**src/rtl/ov_frame_source.sv**
```systemverilog
// ov_frame_source: replays an RGB332 frame (frame buffer or test pattern) as an
// OV7670-style RGB565 byte stream with HREF/VSYNC framing, one byte per PCLK.
module ov_frame_source #(
    parameter int unsigned H_ACTIVE    = 176,
    parameter int unsigned V_ACTIVE    = 144,
    parameter int unsigned H_BLANK     = 16,
    parameter int unsigned VSYNC_LINES = 3,
    parameter int unsigned V_BACK      = 2,
    parameter int unsigned V_FRONT     = 2,
    parameter int unsigned ADDR_W      = 15
) (
    input  logic              PCLK,
    input  logic              RESET,
    input  logic              EN,
    input  logic              TEST_PAT,
    output logic [ADDR_W-1:0] RD_ADDR,
    input  logic [7:0]        RD_DATA,
    output logic [7:0]        DATA_OUT,
    output logic              HREF_OUT,
    output logic              VSYNC_OUT,
    output logic              FRAME_DONE
);

    localparam int unsigned L         = 2 * H_ACTIVE + H_BLANK;
    localparam int unsigned HREF_LEN  = 2 * H_ACTIVE;
    localparam int unsigned MAX_A     = (V_ACTIVE > VSYNC_LINES) ? V_ACTIVE : VSYNC_LINES;
    localparam int unsigned MAX_B     = (V_BACK > V_FRONT) ? V_BACK : V_FRONT;
    localparam int unsigned MAX_LINES = (MAX_A > MAX_B) ? MAX_A : MAX_B;
    localparam int unsigned H_W       = $clog2(L + 1);
    localparam int unsigned LINE_W    = $clog2(MAX_LINES + 1);

    typedef enum logic [2:0] {
        S_IDLE   = 3'd0,
        S_VSYNC  = 3'd1,
        S_VBACK  = 3'd2,
        S_ACTIVE = 3'd3,
        S_VFRONT = 3'd4
    } state_t;

    state_t              state_q, state_d;
    logic [H_W-1:0]      h_q, h_d;
    logic [LINE_W-1:0]   line_q, line_d;
    logic                tp_q, tp_d;
    logic [7:0]          pix_q, pix_d;
    logic [7:0]          data_q, data_d;
    logic                href_q, href_d;
    logic                vsync_q, vsync_d;
    logic                done_q, done_d;
    logic [ADDR_W-1:0]   rd_addr_q, rd_addr_d;
    logic [LINE_W-1:0]   last_line;
    logic [H_W-1:0]      col;
    logic [15:0]         rgb;
    logic                active_d;

    // RGB332 -> RGB565 by bit replication
    function automatic logic [15:0] rgb565(input logic [7:0] p);
        logic [2:0] r;
        logic [2:0] g;
        logic [1:0] b;
        r = p[7:5];
        g = p[4:2];
        b = p[1:0];
        return {r, r[2:1], g, g, b, b, b[1]};
    endfunction

    // Number of the final line period of the current state
    always_comb begin
        last_line = '0;
        case (state_q)
            S_VSYNC:  last_line = LINE_W'(VSYNC_LINES - 1);
            S_VBACK:  last_line = LINE_W'(V_BACK - 1);
            S_ACTIVE: last_line = LINE_W'(V_ACTIVE - 1);
            S_VFRONT: last_line = LINE_W'(V_FRONT - 1);
            default:  last_line = '0;
        endcase
    end

    // Next frame position: state, pixel-clock and line counters
    always_comb begin
        state_d = state_q;
        h_d     = h_q;
        line_d  = line_q;
        tp_d    = tp_q;
        if (state_q == S_IDLE) begin
            h_d    = '0;
            line_d = '0;
            if (EN) begin
                state_d = S_VSYNC;
                tp_d    = TEST_PAT;
            end
        end else if (h_q == H_W'(L - 1)) begin
            h_d = '0;
            if (line_q == last_line) begin
                line_d = '0;
                case (state_q)
                    S_VSYNC:  state_d = S_VBACK;
                    S_VBACK:  state_d = S_ACTIVE;
                    S_ACTIVE: state_d = S_VFRONT;
                    S_VFRONT: begin
                        if (EN) begin
                            state_d = S_VSYNC;
                            tp_d    = TEST_PAT;
                        end else begin
                            state_d = S_IDLE;
                        end
                    end
                    default:  state_d = S_IDLE;
                endcase
            end else begin
                line_d = line_q + LINE_W'(1);
            end
        end else begin
            h_d = h_q + H_W'(1);
        end
    end

    // Outputs for the next position: framing, pixel bytes and read address
    always_comb begin
        active_d  = (state_d == S_ACTIVE);
        col       = h_d >> 1;
        vsync_d   = (state_d == S_VSYNC);
        href_d    = active_d && (h_d < H_W'(HREF_LEN));
        done_d    = (state_d == S_VFRONT) && (h_d == H_W'(L - 1))
                    && (line_d == LINE_W'(V_FRONT - 1));
        pix_d     = pix_q;
        data_d    = '0;
        rd_addr_d = rd_addr_q;
        rgb       = rgb565(pix_q);

        if (href_d) begin
            if (!h_d[0]) begin
                pix_d  = tp_q ? (8'(col) + 8'(line_d)) : RD_DATA;
                rgb    = rgb565(pix_d);
                data_d = rgb[15:8];
            end else begin
                data_d = rgb[7:0];
            end
        end

        // Address of pixel col+1 during the two cycles before its byte 0
        if (active_d && (h_d < H_W'(HREF_LEN - 2))) begin
            rd_addr_d = ADDR_W'(32'(line_d) * H_ACTIVE + 32'(col) + 32'd1);
        end else if (h_d >= H_W'(L - 2)) begin
            // Pixel 0 of the next active line at the end of the blank interval
            if (active_d && (line_d < LINE_W'(V_ACTIVE - 1))) begin
                rd_addr_d = ADDR_W'((32'(line_d) + 32'd1) * H_ACTIVE);
            end else if ((state_d == S_VBACK) && (line_d == LINE_W'(V_BACK - 1))) begin
                rd_addr_d = '0;
            end
        end
    end

    // State and output registers, cleared asynchronously
    always_ff @(posedge PCLK or posedge RESET) begin
        if (RESET) begin
            state_q   <= S_IDLE;
            h_q       <= '0;
            line_q    <= '0;
            tp_q      <= 1'b0;
            pix_q     <= '0;
            data_q    <= '0;
            href_q    <= 1'b0;
            vsync_q   <= 1'b0;
            done_q    <= 1'b0;
            rd_addr_q <= '0;
        end else begin
            state_q   <= state_d;
            h_q       <= h_d;
            line_q    <= line_d;
            tp_q      <= tp_d;
            pix_q     <= pix_d;
            data_q    <= data_d;
            href_q    <= href_d;
            vsync_q   <= vsync_d;
            done_q    <= done_d;
            rd_addr_q <= rd_addr_d;
        end
    end

    assign RD_ADDR    = rd_addr_q;
    assign DATA_OUT   = data_q;
    assign HREF_OUT   = href_q;
    assign VSYNC_OUT  = vsync_q;
    assign FRAME_DONE = done_q;

endmodule

```
**config.mk**
```make
export PLATFORM = sky130hd
export DESIGN_NAME = ov_frame_source
export DESIGN_NICKNAME = d
export VERILOG_FILES = /design/src/rtl/ov_frame_source.sv
export SDC_FILE = /design/constraint.sdc
export NUM_CORES = 1
export LEC_CHECK = 0
export CAP_MARGIN = 20
export CELL_PAD_IN_SITES_DETAIL_PLACEMENT = 1
export CELL_PAD_IN_SITES_GLOBAL_PLACEMENT = 1
export CORE_ASPECT_RATIO = 1.75
export CORE_MARGIN = 3
export CORE_UTILIZATION = 43
export CTS_CLUSTER_SIZE = 14
export DETAILED_ROUTE_END_ITERATION = 12
export GPL_ROUTABILITY_DRIVEN = 0
export HOLD_SLACK_MARGIN = 0.05
export PLACE_DENSITY_LB_ADDON = 0.1
export SLEW_MARGIN = 20
export SYNTH_ARGS = -nofsm -noshare
export SYNTH_HDL_FRONTEND = slang
export SYNTH_SLANG_ARGS = --single-unit
export TNS_END_PERCENT = 5
```
**constraint.sdc**
```tcl
create_clock -name PCLK -period 6 [get_ports PCLK]
set_input_delay 0.9 -clock PCLK [delete_from_list [all_inputs] [get_ports PCLK]]
set_output_delay 0.9 -clock PCLK [all_outputs]
set_load 0.03 [all_outputs]
```
==> results of run 1 <==
through the flow:
step / utilization [%] / power (mW) / hold WS (ps) / instances / worst slack, ps
5_1_grt: 51.5 / 0.980 / 512 / 724 / 17.4
3_3_place_gp: 49.6 / 0.620 / 461 / 712 / 441
4_1_cts: 51.0 / 0.938 / 493 / 720 / 61.6
6_report: 51.5 / 0.936 / 486 / 724 / 371
3_5_place_dp: 49.6 / 0.628 / 476 / 712 / 178
2_1_floorplan: - / 0.553 / 450 / 548 / 598
cell families (layout without fill, tap and decap cells):
family,after synthesis,in the layout,share of synthesized area (%)
and+or+nand+nor,162,162,18.8
AOI/OAI and AO/OA,123,123,16.8
buffers and inverters,88,134,7.20
adders and majority gates,64,64,18.4
DFF,52,52,26.8
xor gates and xnor gates,45,45,8.69
muxes,14,14,3.22
sequential cells by signal, indices dropped and copies added, names as in the netlist:
signal / cells
DATA_OUT: 8
FRAME_DONE: 1
HREF_OUT: 1
RD_ADDR: 15
VSYNC_OUT: 1
h_q: 9
line_q: 8
pix_q: 5
state_q: 3
tp_q: 1
metal layers:
metal  up-vias  track usage, %
met5         -               0
met4         0            12.9
met3        42            2.20
met2        79            47.7
met1      2090            22.6
li1       2014               -
path summary, 6_finish.rpt:
check,endpoint,from,cells past startpoint
setup / recovery,RD_ADDR[14],state_q[0],24
hold / removal,DATA_OUT[7],pix_q[4],1
setup reg to reg,RD_ADDR[14],state_q[0],24
hold reg to reg,DATA_OUT[7],pix_q[4],1
max in group asynchronous,state_q[2],RESET,3
min in group asynchronous,pix_q[3],RESET,3
repair_timing:
action,4_1_cts,5_1_grt
hold endpoints to repair,0,0
gates resized for setup,0,9
buffers inserted,0,4
endpoints found under the setup margin,0,3
critical path, delay by kind of cell, from the launching register on:
family | cells | cell delay (ps)
compound gates | 6 | 750
xor+xnor | 3 | 560
fa+ha+maj | 4 | 1370
buf+inv | 5 | 510
flops | 1 | 500
mux | 1 | 260
simple gates | 5 | 1550
placed cells by master (no fill, tap or decap), types with 7 or more instances in the layout:
cell             count
inv_1               71
dfrtp_1             49
a31oi_1              7
fa_1                12
xor2_1              14
xnor2_1             27
clkdlybuf4s50_1     37
or3_1               10
nand2_1             27
nor2b_1              9
nor2_1              32
o22ai_1             11
or2_2                7
a21oi_1             30
mux2_2               9
nand3_1             12
ha_1                51
buf_4               15
nor3_1              15
nand2b_1             7
nor4_1               7
o21ai_0             22
a21o_1               7
power groups by stage:
stage               logic (mW)  registers (mW)  clock network (mW)
floorplan                0.161           0.392                   0
global placement         0.210           0.410                   0
global route             0.249           0.408               0.324
detailed placement       0.217           0.411                   0
CTS                      0.220           0.404               0.314
finish                   0.221           0.404               0.311
layout make-up:
| type | count | share of cell area [%] |
|---|---|---|
| Multi-Input combinational cell | 408 | 57.5 |
| Sequential cell | 52 | 23.3 |
| Timing Repair Buffer | 52 | 8.61 |
| Clock buffer | 5 | 2.23 |
| Clock inverter | 3 | 0.491 |
| Inverter | 74 | 4.95 |
| Tap cell | 130 | 2.90 |
==> summary.txt, run 1 <==
Critical path
  • Crit Path Class: reg2reg
  • CP max stage cell: or4_4
  • Startpoint class of the critical path: flip-flop
  • Critical Path RT: 6190 ps
  • Flop2flop setup slack: 370 ps
  • CP Cell Sequence: nor4b_2, a211oi_1, nand4_1, buf_4, o21ai_0, buf_4, a21oi_1, ha_1, nand3_2, or4_4, xnor2_2, inv_1, ha_1, inv_1, fa_1, inv_1, ha_1, or2_2, a21oi_1, a31oi_1, xnor2_1, xnor3_1, o32ai_1, mux2_4
  • WP data arrival: 5820 ps
  • Crit end category: flip-flop
  • Slowest stage delay, CP: 570 ps
  • Crit Path Max Fanout: 13

Power and ir drop
  • PwrDens: 167 nW/µm²
  • Share of power burned in registers: 43.2%
  • Pleak: 2.69 nW
  • Max VDD drop: 0.000119 V
  • Psw: 323 µW
  • Clock power share: 33.2%
  • Gate power share: 23.6%
  • Int Power: 612 µW
  • Switching part of the total: 34.6%

Clocking
  • Clock Latency Late Sink: 300 ps
  • CTS Hold Buffers Added: 0
  • Num CTS Buffers: 5
  • Root Buffer: clkbuf_16
  • CTS tree: done
  • Clock sinks: 52
  • Htree depth: 2
  • Clock Tree Buf Depth: 2
  • Clock transition at path regs: 80 ps

Logic synthesis
  • Area leader, netlist: dfrtp_1
  • Synth Register Bits: 52
  • Top post-synthesis cells by area: dfrtp_1, ha_1, inv_1, xnor2_1, fa_1
  • Cell variety after synth: 70
  • Synth warn: 0
  • Synth top cells by count: inv_1, dfrtp_1, ha_1, nor2_1, a21oi_1
  • Post-synth EDFFs: 0
  • Top-area cell type share of the netlist area: 26.8%
  • Syn_area_per_cell: 8.85 µm²
  • Mapped cell area: 4850 µm²
  • Cells after synthesis: 548
  • FFs w/ async S/R, synth: 100%
  • Register area share after synthesis: 26.8%
  • Mapped Nets: 624
  • Cell with the most instances after synthesis: inv_1
  • Ys flop type: dfrtp_1

Global route
  • Antenna violations before repair: 0
  • Vias in the first global route: 4,624
  • First-pass GRT wire length: 23,600 µm
  • Largest net degree at the start of global routing: 53
  • GRT Resource Usage Total: 23.9%
  • Overflow after GRT: 0

STA
  • Setup TNS: 0 ps
  • Skew final: 5.92 ps
  • Slew @ Worst Pin: 866 ps
  • RSZ-0062 raised after global routing: false
  • Post-route minimum period: 5630 ps
  • Final hold vios: 0
  • Rel. slew slack: 42.0%
  • Final Max Slew Viols: 0
  • Setup Viol. Count Final: 0
  • Peak Freq: 0.178 GHz
  • Fin crit share: 93.8%

Cells and area
  • Area of the multi-input gates: 3230 µm²
  • Layout cells sized above 1: 10.8%
  • Diodes inserted: 0
  • Sequential Area: 1310 µm²
  • Post-layout net count: 669
  • # fillers: 1,308
  • Synth-to-Final Area Change: 15.6%
  • Final instance area: 5610 µm²

Status
  • Status: finished clean

Detailed routing
  • Vias per cell: 5.84
  • Drt initial violations: 174
  • Wire length on met1: 5060 µm
  • DRC violations left: 0
  • Routed length per instance: 20.3 µm
  • Routed wl met2: 8510 µm
  • TritonRoute pass-1 iters: 4
  • Routed Wire Length: 14,700 µm
  • Antenna-violating nets left: 0
  • Routed wl met3: 339 µm
  • Top Layer Used: met4
  • DR vias: 4,225

Die
  • Die height: 146 µm
  • Full die area: 12,600 µm²
  • Die width: 86.3 µm
  • Row cnt: 50
  • Starting Density: 44.6%
  • Boundary Pins: 38
  • Core ar.: 10,900 µm²

Place
  • IO Port Bufs: 37
  • Dpl cell area: 5390 µm²
  • Dpl hpwl: 11,800 µm

Min path
  • Hold Path Class: reg2reg

Flow run
  • Max Cap Violations: 0
(Power assumes the default switching activity.)
==> run 2: changes to the inputs <==
--- a/config.mk
+++ b/config.mk
@@ -5,6 +5,7 @@
 export SDC_FILE = /design/constraint.sdc
 export NUM_CORES = 1
 export LEC_CHECK = 0
+export ABC_AREA = 1
 export CAP_MARGIN = 20
 export CELL_PAD_IN_SITES_DETAIL_PLACEMENT = 1
 export CELL_PAD_IN_SITES_GLOBAL_PLACEMENT = 1
==> run 2 against run 1 <==
- combinational power decreased by 3%
- critical path type unchanged
- die area rose by 4.7%
- global-route usage grew 0.90 points
- final cell count up 20%
- highest routed layer unchanged
==> summary.txt, run 2 <==
Logic synthesis
  • Post-synth EDFFs: 0 (unchanged)
  • Top post-synthesis cells by area: dfrtp_1, ha_1, nand2_1, inv_1, fa_1
  • Top-area cell type share of the netlist area: 25.5% (-1.3 points)
  • Mapped Nets: 774 (+24%)
  • FFs w/ async S/R, synth: 100% (unchanged)
  • Synth top cells by count: nand2_1, inv_1, dfrtp_1, ha_1, nor2_1
  • Synth warn: 0 (unchanged)
  • Synth Register Bits: 52 (unchanged)
  • Mapped cell area: 5090 µm² (+5.0%)
  • Ys flop type: dfrtp_1
  • Cell variety after synth: 48 (-31%)
  • Register area share after synthesis: 25.5% (-1.3 points)
  • Cells after synthesis: 698 (+27%)
  • Cell with the most instances after synthesis: nand2_1
  • Syn_area_per_cell: 7.30 µm² (-18%)
  • Area leader, netlist: dfrtp_1

Cells and area
  • Final instance area: 5730 µm² (+2.2%)
  • Max reg flops: 15 (unchanged)
  • Post-layout net count: 811 (+21%)
  • Layout cells sized above 1: 9.10% (-1.7 points)
  • Synth-to-Final Area Change: 12.5%
  • Diodes inserted: 0 (unchanged)
  • # fillers: 1,499 (+15%)
  • Most frequent cells in the layout: nand2_1, inv_1, dfrtp_1, ha_1, nor2_1
  • Sequential Area: 1300 µm² (-0.29%)
  • Area of the multi-input gates: 3260 µm² (+1.1%)
  • Commonest non-fill, non-tap cell in the layout: nand2_1

Global route
  • Antenna violations before repair: 0 (unchanged)
  • Largest net degree at the start of global routing: 53 (unchanged)
  • First-pass GRT wire length: 25,400 µm (+7.9%)
  • Vias in the first global route: 5,286 (+14%)
  • Overflow after GRT: 0 (unchanged)
  • GRT Resource Usage Total: 24.8% (+0.90 points)

Power and ir drop
  • Switching part of the total: 35.6% (+1.1 points)
  • Psw: 325 µW (+0.49%)
  • Max VDD drop: 0.000126 V (+5.8%)
  • Share of power burned in registers: 43.3% (about the same)
  • Clock power share: 33.1% (about the same)
  • Pleak: 3.16 nW (+17%)
  • Int Power: 587 µW (-4.1%)
  • Gate power share: 23.5% (about the same)
  • PwrDens: 159 nW/µm² (-4.6%)
  • Pwr Total: 912 µW (-2.5%)

Die
  • Full die area: 13,200 µm² (+4.7%)
  • Core ar.: 11,600 µm² (+6.4%)
  • Die height: 150 µm (+2.4%)
  • Starting Density: 44.0% (-0.57 points)
  • Row cnt: 52 (+4.0%)
  • Boundary Pins: 38 (unchanged)
  • Die width: 88.3 µm (+2.3%)

Critical path
  • Critical Path RT: 6190 ps (about the same)
  • Crit Path Class: reg2reg
  • Worst path most repeated cell: inv_1
  • Slowest stage delay, CP: 490 ps (-80 ps)
  • Startpoint class of the critical path: flip-flop
  • Flop2flop setup slack: 1010 ps (+640 ps)
  • Reg-to-reg startpoint: h_q[0]
  • Depth of the most critical reg-to-reg path: 30 (+25%)
  • Crit Path Max Fanout: 11 (-2)
  • WP data arrival: 5180 ps (-640 ps)
  • Crit end category: flip-flop
  • CP max stage cell: fa_1
  • Critical R2R Capture: RD_ADDR[14]

Min path
  • Hold depth: 2 (+1)
  • Hold EP: RD_ADDR[0]
  • Critical hold path startpoint: RD_ADDR[0]
  • Hold Path Class: reg2reg

STA
  • Rel. slew slack: 37.7% (-4.4 points)
  • Setup TNS: 0 ps (unchanged)
  • Peak Freq: 0.200 GHz (+13%)
  • RSZ-0062 raised after global routing: false
  • Final Max Slew Viols: 0 (unchanged)
  • Post-route minimum period: 4990 ps (-638 ps)
  • Setup Viol. Count Final: 0 (unchanged)
  • Fin crit share: 83.2% (-11 points)
  • Final hold vios: 0 (unchanged)
  • Slew @ Worst Pin: 934 ps (+68.1 ps)
  • Skew final: 12.4 ps (+6.51 ps)

Place
  • IO Port Bufs: 37 (unchanged)
  • Dpl cell area: 5580 µm² (+3.4%)
  • Dpl hpwl: 12,900 µm (+9.3%)

Detailed routing
  • DRC violations left: 0 (unchanged)
  • Drt initial violations: 136 (-22%)
  • Vias per cell: 5.44 (-6.8%)
  • TritonRoute pass-1 iters: 4 (unchanged)
  • Routed Wire Length: 15,400 µm (+4.8%)
  • Antenna-violating nets left: 0 (unchanged)
  • Routed length per instance: 17.7 µm (-13%)
  • DR vias: 4,738 (+12%)

Status
  • Status: finished clean

Clocking
  • Num CTS Buffers: 5 (unchanged)
  • Post-cts resize count: 0 (unchanged)
  • CTS tree: done
  • Root Buffer: clkbuf_16
  • Clock transition at path regs: 80 ps (about the same)
  • Clock sinks: 52 (unchanged)
  • Htree depth: 2 (unchanged)
  • CTS Hold Buffers Added: 0 (unchanged)
  • Clock Latency Late Sink: 300 ps (about the same)
  • Post-CTS setup buffer count: 0 (unchanged)
  • Clock Tree Buf Depth: 2 (unchanged)

Flow run
  • Max Cap Violations: 0 (unchanged)
-- run 2: cell types whose count changed in the layout (fill, tap and decap cells not counted), moves of 12 or more --
cell | previous run | this run
nor2_1 | 32 | 49
nand2_1 | 27 | 171
inv_1 | 71 | 113
nand3_1 | 12 | 44
buf_4 | 15 | 0
xnor2_1 | 27 | 6
xor2_1 | 14 | 26
-- run 2: kinds of logic (layout without fill, tap and decap cells) --
group           Yosys count  after routing  synth area share (%)
buf+inv                 134            172                  10.4
flops                    52             52                  25.5
compound gates           81             81                  9.21
xor+xnor                 32             32                  5.50
fa+ha+maj                64             64                  17.5
simple gates            335            335                  31.8
-- run 2: per-stage QoR --
stage	instances	worst slack [ps]	utilization [%]	hold WS (ps)
after floorplan	698	1590	-	444
after global placement	863	1260	48.2	458
after detailed placement	863	1010	48.2	463
after CTS	871	991	49.5	482
after global routing	871	521	49.5	500
final	871	1010	49.5	474
-- run 2: how the worst max path moves through the flow --
stage,from,to,slack (ps),cells past startpoint
floorplan,h_q[0],RD_ADDR[14],1590,31
global placement,h_q[0],RD_ADDR[14],1260,31
detailed placement,h_q[0],RD_ADDR[14],1010,30
CTS,h_q[0],RD_ADDR[14],990,30
global route,h_q[0],RD_ADDR[14],520,31
finish,h_q[0],RD_ADDR[14],1010,30
-- run 2: layout make-up --
cell class,count,area share (%)
clock buffer,5,2.18
clock inverter,3,0.437
inverter,127,8.34
multi-input combinational,512,56.9
sequential,52,22.7
tap,135,2.95
timing repair buffer,37,6.46
-- run 2: worst max-delay path: cells and delay by family (launching register included) --
kind            cells  cell delay (ps)
simple gates       11             1100
buf+inv             8              890
fa+ha+maj           5             1550
flops               1              380
compound gates      4              630
xor+xnor            2              390
-- run 2: power groups by stage --
stage / registers [mW] / clock network, mW / logic, mW
after floorplan: 0.390 / 0 / 0.160
after global placement: 0.402 / 0 / 0.213
after detailed placement: 0.403 / 0 / 0.216
after CTS: 0.396 / 0.312 / 0.217
after global routing: 0.400 / 0.317 / 0.243
final: 0.396 / 0.302 / 0.215
-- run 2: metal layers --
layer,vias to the layer above,GRT usage [%],part of all wire (%)
met1,2300,23.6,35
met2,85,47.2,56
met4,0,17.5,7.9
met3,52,2.31,1.8
met5,-,0,0
li1,2301,-,-
==> run 3: changes to the inputs <==
--- a/config.mk
+++ b/config.mk
@@ -11,7 +11,7 @@
 export CELL_PAD_IN_SITES_GLOBAL_PLACEMENT = 1
 export CORE_ASPECT_RATIO = 1.75
 export CORE_MARGIN = 3
-export CORE_UTILIZATION = 43
+export CORE_UTILIZATION = 40
 export CTS_CLUSTER_SIZE = 14
 export DETAILED_ROUTE_END_ITERATION = 12
 export GPL_ROUTABILITY_DRIVEN = 0
==> constraint.sdc (replaced) <==
create_clock -name PCLK -period 4.1 [get_ports PCLK]
set_input_delay 0.615 -clock PCLK [delete_from_list [all_inputs] [get_ports PCLK]]
set_output_delay 0.615 -clock PCLK [all_outputs]
set_load 0.03 [all_outputs]
==> run 3 against run 2 <==
- the run now ends with negative setup slack left
- utilization up 6.9 points
- cell area up 20%
- critical path depth up 2
- combinational power up 83%
- register-to-register slack worse by 1200 ps
- largest power group unchanged
==> summary.txt, run 3 (synthesis gave the netlist of run 2 again) <==
Critical path
  • CP max stage cell: fa_1
  • Crit Path Class: reg2reg
  • Worst path top cell family by delay: adder cells
  • Crit path from: h_q[1]
  • Crit end category: flip-flop
  • Bufs and invs on worst path: 8 (unchanged)
  • Crit Path Max Fanout: 5 (-6)
  • WP data arrival: 4570 ps (-610 ps)
  • Startpoint class of the critical path: flip-flop
  • Slowest stage delay, CP: 490 ps (about the same)
  • Reg-to-reg startpoint: h_q[1]
  • Worst path most repeated cell: nand2_1
  • Critical Path RT: 4350 ps (-1840 ps)

Clocking
  • Clock sinks: 52 (unchanged)
  • Clock transition at path regs: 80 ps (about the same)
  • Root Buffer: clkbuf_16
  • CTS tree: done
  • Htree depth: 2 (unchanged)
  • Clock Tree Buf Depth: 2 (unchanged)
  • CTS Hold Buffers Added: 0 (unchanged)
  • Num CTS Buffers: 5 (unchanged)
  • Clock Latency Late Sink: 300 ps (about the same)

Power and ir drop
  • PwrDens: 205 nW/µm² (+29%)
  • Max VDD drop: 0.000204 V (+62%)
  • Pleak: 3.70 nW (+17%)

Cells and area
  • Max reg flops: 15 (unchanged)
  • Final instance area: 6870 µm² (+20%)
  • Post-layout net count: 923 (+14%)
  • Commonest non-fill, non-tap cell in the layout: nand2_1
  • Synth-to-Final Area Change: 35.0%
  • Most frequent cells in the layout: nand2_1, buf_4, inv_1
  • Layout cells sized above 1: 26.9% (+18 points)
  • Diodes inserted: 0 (unchanged)

Flow run
  • Max Cap Violations: 0 (unchanged)

Global route
  • Overflow after GRT: 0 (unchanged)
  • Vias in the first global route: 5,895 (+12%)
  • GRT Resource Usage Total: 25.6% (+0.86 points)
  • Largest net degree at the start of global routing: 53 (unchanged)
  • First-pass GRT wire length: 28,900 µm (+14%)
  • Antenna violations before repair: 0 (unchanged)

Die
  • Die width: 91.3 µm (+3.4%)
  • Die height: 155 µm (+3.5%)
  • Row cnt: 53 (+1.9%)
  • Core ar.: 12,200 µm² (+5.4%)
  • Starting Density: 41.7% (-2.2 points)
  • Full die area: 14,200 µm² (+7.1%)
  • Boundary Pins: 38 (unchanged)

STA
  • Hold slack: 472 ps (-2.66 ps)
  • Final hold vios: 0 (unchanged)
  • Fin worst setup slack: -222 ps (-1230 ps)
  • Setup Viol. Count Final: 6 (+6)
  • Rel. slew slack: 55.0% (+17 points)
  • Final Max Slew Viols: 0 (unchanged)
  • RSZ-0062 raised after global routing: true
  • Fin crit share: 105% (+22 points)
  • Skew final: 10.4 ps (-2.07 ps)
  • Peak Freq: 0.231 GHz (+15%)
  • Post-route minimum period: 4320 ps (-669 ps)
  • Slew @ Worst Pin: 675 ps (-259 ps)

Status
  • Failing checks: negative setup slack
  • Status: finished with violations

Detailed routing
  • Routed length per instance: 17.4 µm (-1.7%)
  • DR vias: 5,194 (+9.6%)
  • Antenna-violating nets left: 0 (unchanged)
  • Drt initial violations: 127 (-6.6%)
  • Vias per cell: 5.13 (-5.7%)
  • TritonRoute pass-1 iters: 4 (unchanged)
  • Routed Wire Length: 17,600 µm (+14%)
  • DRC violations left: 0 (unchanged)

Place
  • IO Port Bufs: 37 (unchanged)
  • Dpl hpwl: 14,400 µm (+11%)
  • Dpl cell area: 6490 µm² (+16%)

Min path
  • Critical hold path startpoint: RD_ADDR[0]
  • Hold Path Class: reg2reg
[run 3: final timing paths]
path                          endpoint  slack (ps)  cells after the start
setup reg to reg           RD_ADDR[12]        -220                     32
setup / recovery           RD_ADDR[12]        -220                     32
hold reg to reg             RD_ADDR[0]         470                      2
max in group asynchronous   state_q[0]        2830                      2
min in group asynchronous   RD_ADDR[0]         770                      2
hold / removal              RD_ADDR[0]         470                      2
[run 3: area by class of cell]
type                            count  area (µm²)
Fill cell                        1589        5330
Multi-Input combinational cell    512        3480
Sequential cell                    52        1300
Timing Repair Buffer              149        1240
Inverter                          127         489
Tap cell                          165         206
Clock buffer                        5         125
Clock inverter                      3        22.5
[run 3: layer usage]
layer	up-vias	GRT usage [%]	share of wire (%)
li1	2518	-	-
met1	2524	23.9	34
met2	99	52.1	58
met3	53	2.52	1.7
met4	0	15.0	6.3
met5	-	0	0
[run 3: repair_timing]
item | 4_1_cts | 5_1_grt
resized for setup | 31 | 13
pin swaps | 22 | 7
setup endpoints to repair | 7 | 8
buffers inserted | 7 | 3
[run 3: metrics by stage]
stage / total power, mW / setup TNS (ps) / std cells / util (%) / setup slack, ps
after global routing: 1.48 / -3020 / 1013 / 56.3 / -616
after global placement: 0.959 / -326 / 996 / 53.2 / -161
final: 1.41 / -615 / 1013 / 56.3 / -222
after detailed placement: 0.973 / -1150 / 996 / 53.2 / -307
after floorplan: 0.805 / -12.9 / 698 / - / -12.9
after CTS: 1.41 / -431 / 1010 / 55.8 / -148
[run 3: where the power goes]
group | switching, mW | internal (mW) | total, mW
logic | 0.242 | 0.150 | 0.393
clock network | 0.211 | 0.229 | 0.441
registers | 0.0382 | 0.538 | 0.576
[run 3: worst register-to-register path: cells and delay by family, from the launching register on]
family	cells	cell delay (ps)
AND/OR/NAND/NOR	13	960
flip-flops	1	360
AO/OA/AOI/OAI	4	520
XOR/XNOR	2	320
adder cells (fa/ha/maj)	5	1430
buffers and inverters	8	660
